<file path="src/rtl/fc_result_collector.sv">
// Downstream end of the fully-connected accumulator: bias add, ReLU, requantise and saturate,
// then a first-word-fall-through FIFO that absorbs back-pressure and flags dropped results.
module fc_result_collector #(
   parameter int gen_width   = 21,
   parameter int OUT_W       = 8,
   parameter int SHIFT       = 6,
   parameter int NUM_NEURONS = 16,
   parameter int IDX_W       = 4,
   parameter int DEPTH       = 4,
   parameter bit RELU_EN     = 1'b1
) (
   input  logic                 clk,
   input  logic                 rstn,
   input  logic                 clr,
   input  logic                 acc_done,
   input  logic [gen_width-1:0] acc_result,
   output logic [IDX_W-1:0]     bias_idx,
   input  logic [gen_width-1:0] bias_data,
   output logic                 out_valid,
   input  logic                 out_ready,
   output logic [OUT_W-1:0]     out_data,
   output logic [IDX_W-1:0]     out_idx,
   output logic                 layer_done,
   output logic                 ovf
);

   localparam int PTR_W = (DEPTH > 1) ? $clog2(DEPTH) : 1;
   localparam int CNT_W = PTR_W + 1;
   localparam logic [IDX_W-1:0] LAST_IDX = IDX_W'(NUM_NEURONS - 1);
   localparam int SAT_MAX_I = (1 << (OUT_W - 1)) - 1;
   localparam int SAT_MIN_I = -(1 << (OUT_W - 1));
   localparam logic signed [gen_width:0] SAT_MAX = SAT_MAX_I[gen_width:0];
   localparam logic signed [gen_width:0] SAT_MIN = SAT_MIN_I[gen_width:0];

   logic [IDX_W-1:0]        neuron_cnt;
   logic signed [gen_width:0] s1_sum;
   logic signed [gen_width:0] sum_next;
   logic [IDX_W-1:0]        s1_idx;
   logic                    s1_vld;

   logic signed [gen_width:0] relu_v;
   logic signed [gen_width:0] shr_v;
   logic [OUT_W-1:0]        q_sat;

   logic [OUT_W-1:0]        mem_data [DEPTH];
   logic [IDX_W-1:0]        mem_idx  [DEPTH];
   logic [PTR_W-1:0]        wr_ptr;
   logic [PTR_W-1:0]        rd_ptr;
   logic [CNT_W-1:0]        count;
   logic                    push;
   logic                    pop;
   logic                    full;
   logic                    do_write;
   logic                    drop;

   // One extra bit keeps the sum of two full-range signed operands exact.
   assign sum_next = $signed({acc_result[gen_width-1], acc_result})
                   + $signed({bias_data[gen_width-1], bias_data});

   // Stage 1: capture the finished sum with its bias and tag it with the neuron index.
   always_ff @(posedge clk or negedge rstn) begin
      // NOTE: non-blocking assignments so every register samples pre-edge values.
      if (!rstn) begin
         neuron_cnt <= '0;
         s1_vld     <= 1'b0;
         s1_sum     <= '0;
         s1_idx     <= '0;
      end else if (clr) begin
         neuron_cnt <= '0;
         s1_vld     <= 1'b0;
      end else begin
         s1_vld <= acc_done;
         if (acc_done) begin
            s1_sum     <= sum_next;
            s1_idx     <= neuron_cnt;
            neuron_cnt <= (neuron_cnt == LAST_IDX) ? '0 : neuron_cnt + 1'b1;
         end
      end
   end

   // Stage 2: ReLU, arithmetic shift (floor), then clamp into the signed output range.
   always_comb begin
      // NOTE: every output gets a default before any branch, so no latch is inferred.
      relu_v = s1_sum;
      q_sat  = shr_v[OUT_W-1:0];
      if (RELU_EN && s1_sum[gen_width]) relu_v = '0;
      if (shr_v > SAT_MAX)      q_sat = SAT_MAX[OUT_W-1:0];
      else if (shr_v < SAT_MIN) q_sat = SAT_MIN[OUT_W-1:0];
   end

   assign shr_v = relu_v >>> SHIFT;

   assign push     = s1_vld;
   assign pop      = out_valid & out_ready;
   assign full     = (count == CNT_W'(DEPTH));
   // A pop frees the head slot in the same edge, so a full FIFO still accepts a push.
   assign do_write = push & (~full | pop);
   assign drop     = push & full & ~pop;

   always_ff @(posedge clk or negedge rstn) begin
      // NOTE: the buffer is reset too, since out_data shows the head entry and must read 0 after reset.
      if (!rstn) begin
         for (int i = 0; i < DEPTH; i++) begin
            mem_data[i] <= '0;
            mem_idx[i]  <= '0;
         end
         wr_ptr <= '0;
         rd_ptr <= '0;
         count  <= '0;
         ovf    <= 1'b0;
      end else if (clr) begin
         wr_ptr <= '0;
         rd_ptr <= '0;
         count  <= '0;
         ovf    <= 1'b0;
      end else begin
         if (do_write) begin
            mem_data[wr_ptr] <= q_sat;
            mem_idx[wr_ptr]  <= s1_idx;
            wr_ptr           <= wr_ptr + 1'b1;
         end
         if (pop) rd_ptr <= rd_ptr + 1'b1;
         if (do_write && !pop)      count <= count + 1'b1;
         else if (!do_write && pop) count <= count - 1'b1;
         if (drop) ovf <= 1'b1;
      end
   end

   assign bias_idx   = neuron_cnt;
   assign out_valid  = (count != '0);
   assign out_data   = mem_data[rd_ptr];
   assign out_idx    = mem_idx[rd_ptr];
   // Fires whether the last neuron's result is kept or dropped; a clear suppresses it.
   assign layer_done = s1_vld & (s1_idx == LAST_IDX) & ~clr;

endmodule

</file>
<file path="config.mk">
export PLATFORM = sky130hd
export DESIGN_NAME = fc_result_collector
export DESIGN_NICKNAME = d
export VERILOG_FILES = /design/src/rtl/fc_result_collector.sv
export SDC_FILE = /design/constraint.sdc
export NUM_CORES = 1
export LEC_CHECK = 0
export ABC_CLOCK_PERIOD_IN_PS = 2610
export CAP_MARGIN = 30
export CORE_MARGIN = 2
export CORE_UTILIZATION = 30
export CTS_CLUSTER_DIAMETER = 100
export CTS_CLUSTER_SIZE = 8
export DETAILED_ROUTE_END_ITERATION = 8
export PLACE_DENSITY = 0.6
export RECOVER_POWER = 100
export REMOVE_ABC_BUFFERS = 1
export SYNTH_ARGS = -nofsm -noshare
export SYNTH_HDL_FRONTEND = slang
export SYNTH_SLANG_ARGS = --single-unit
</file>
<file path="constraint.sdc">
create_clock -name clk -period 2.61 [get_ports clk]
set_input_delay 0.3915 -clock clk [delete_from_list [all_inputs] [get_ports clk]]
set_output_delay 0.3915 -clock clk [all_outputs]
set_load 0.02 [all_outputs]
</file>
==> out/results.txt <==
final hold slack: 0.481 ns
Final Cycle Share: 0.942
cell area power density: 733 nW/µm²
Startpoint Class: register
largest net degree at the start of global routing: 82
failing checks: max-capacitance violations, max-slew violations
Post-CTS Repair Setup Buffers: 0
Post-synth EDFFs: 0
DR vias: 3617
Final Hold Viols: 0
setup_tns: 0 ns
Clk pwr share: 0.299
sw frac: 0.301
max-cap viol count: 1
Cell Int Power: 3.06 mW
fillers: 1548
NumNets Final: 590
Netlist cell types: 55
RSZ-0062 raised after global routing: false
Area Growth Syn to Fin: 26.2%
Final Cell Area: 5980 µm²
Synth Warn #: 0
leakage dissipation: 2.60 nW
site row count: 45
Ant. Diodes: 0
Period minus WS final: 2.46 ns
status: finished, violations left
critical path required time: 2.22 ns
TritonCTS clock tree: yes
Routed Antenna Nets: 0
number of buffers created by CTS: 9
final setup fails: 0
Core ar.: 15300 µm²
most frequent cells after synthesis: dfrtp_1 (81), nand2_1 (47), mux2_2 (44)
crit-path max FO: 14
register area share after synthesis: 0.428
setup slack at placement: -0.0140 ns
share of cells above drive strength 1: 0.196
Least-Margin Pin Slew: 2.08 ns
share of the synthesized area in the top cell type: 0.428
Slew HR: -0.384
Worst Path Buf+Inv: 2
Async SR Flop Fraction: 1.00
worst skew pair latency: 0.34 ns
Comb power frac: 0.326
dpl hpwl: 7970 µm
GRT overflow: 0
Synth Register Bits: 81
Mapped Cells: 440
maximum clock rate: 0.407 GHz
Net Switching: 1.32 mW
synth top area cells: dfrtp_1 (43%), mux2_2 (10%), ha_1 (6.6%)
Slew Viols, Final: 39
Post-CTS Resized: 0
sequential power share: 0.374
Vias/cell: 4.95
cts hold-fix bufs: 0
H-Tree Depth: 3
PortBufs: 65
routed wire length: 10600 µm
mapped cell area: 4730 µm²
die height: 130 µm
Hold Crit Class: register to register
Synth area leader: dfrtp_1
fin util: 0.390
Initial DRT Pass Iterations: 4
Placed Cells: 716
syn avg cell area: 10.8 µm²
routed length per instance: 14.5 µm
clk_skew: 0.00782 ns
Crit Path Class: register to output pin
die area: 16800 µm²
initial core utilization: 0.309
I/O pins: 66
VDD IR max: 0.296 mV
die width: 130 µm
delay-heaviest family, CP: buffers and inverters
Worst path max stage delay: 0.57 ns
DP Area: 5700 µm²
first-pass GRT wire length: 18100 µm
crit end category: output pin
vias in the first global route: 3813
post-route setup slack: 0.152 ns
CTS max path bufs: 2
total power draw: 4.38 mW
TritonCTS Sinks: 81
Root Buffer: clkbuf_16
top-count cell post-synth: dfrtp_1
initial antenna violation count: 0
Worst-path clk slew: 0.06 ns
Worst Path Arrival: 2.07 ns
Final Non-Filler Cells: 731
DRC errors left: 0
CP max stage cell: mux4_2
crit path cell chain: buf_4 > mux4_2 > clkdlybuf4s50_1
RePlAce Congestion: 0.837
prevailing post-synth register cell: dfrtp_1
total track usage: 0.137
drt initial violations: 129
-- routing by layer --
metal	up-vias	track usage	routed length, µm
li1	1760	-	-
met5	-	0	0
met3	14	0.0285	384
met4	0	0.0474	197
met2	74	0.232	5060
met1	1769	0.175	4970
-- path summary, 6_finish.rpt --
kind | start | to | slack, ns | cells past startpoint
min in group asynchronous | rstn | mem_data[21] | 0.64 | 1
setup / recovery | rd_ptr[0] | out_data[3] | 0.15 | 3
max in group asynchronous | rstn | count[1] | 0.76 | 1
hold reg to reg | s1_sum[13] | s1_sum[13] | 0.48 | 2
hold / removal | s1_sum[13] | s1_sum[13] | 0.48 | 2
setup reg to reg | count[1] | mem_idx[2] | 0.28 | 7
-- tightest hold or removal path, cell delays in order, from the launching register on --
cell and delay (ns):
dfrtp_1 0.34, nand2_1 0.05, nand3_1 0.05
-- registers in the layout (all words and copies together) (netlist names) --
name / cells
mem_data: 32
mem_idx: 16
s1_sum: 16
bias_idx: 4
s1_idx: 4
count: 3
rd_ptr: 2
wr_ptr: 2
ovf: 1
push: 1
-- cells by family (layout without fill, tap and decap cells) --
group | after synthesis | after routing | share of synthesized area
AND/OR/NAND/NOR | 148 | 148 | 0.152
adder cells (fa/ha/maj) | 26 | 26 | 0.0703
multiplexers | 61 | 61 | 0.172
AO/OA/AOI/OAI | 83 | 83 | 0.127
buffers and inverters | 28 | 108 | 0.0264
XOR/XNOR | 13 | 13 | 0.0241
flip-flops | 81 | 81 | 0.428
-- cell usage in the layout (no fill, tap or decap), types with 3 or more instances in the layout --
master	Yosys	final
and2_1	8	7
or3_1	4	4
mux2_2	44	44
clkbuf_1	9	7
a31oi_1	3	3
a211oi_1	5	5
o21ai_0	17	17
o21ai_1	4	5
nor2_1	36	36
mux4_2	12	12
nand2b_1	4	4
a211oi_2	3	3
nand3b_1	5	5
clkdlybuf4s50_1	0	53
nor3_1	13	13
nand2_1	47	47
clkbuf_16	0	9
dlygate4sd3_1	0	11
nand4_1	7	8
xnor2_1	6	6
a21oi_1	18	19
ha_1	25	25
xor2_1	7	7
buf_4	0	14
nand3_1	8	8
and3_1	5	5
nor3b_1	3	3
a21o_1	8	8
dfrtp_1	81	81
mux2i_1	5	5
inv_1	6	6
-- power by group through the flow --
stage / Combinational, mW / Sequential [mW] / Clock [mW]
6_report: 1.43 / 1.64 / 1.31
2_1_floorplan: 0.891 / 1.66 / 0
3_3_place_gp: 1.43 / 1.65 / 0
4_1_cts: 1.46 / 1.64 / 1.34
3_5_place_dp: 1.46 / 1.66 / 0
5_1_grt: 1.56 / 1.68 / 1.40
-- layout make-up --
| cell class | count | area (µm²) | share of cell area |
|---|---|---|---|
| clock inverter | 5 | 81.3 | 0.0136 |
| timing repair buffer | 87 | 797 | 0.133 |
| clock buffer | 9 | 225 | 0.0377 |
| inverter | 7 | 26.3 | 0.00440 |
| multi-input combinational | 331 | 2550 | 0.428 |
| tap | 211 | 264 | 0.0442 |
| sequential | 81 | 2030 | 0.339 |
Note: power is estimated with default switching activity, not from simulation.
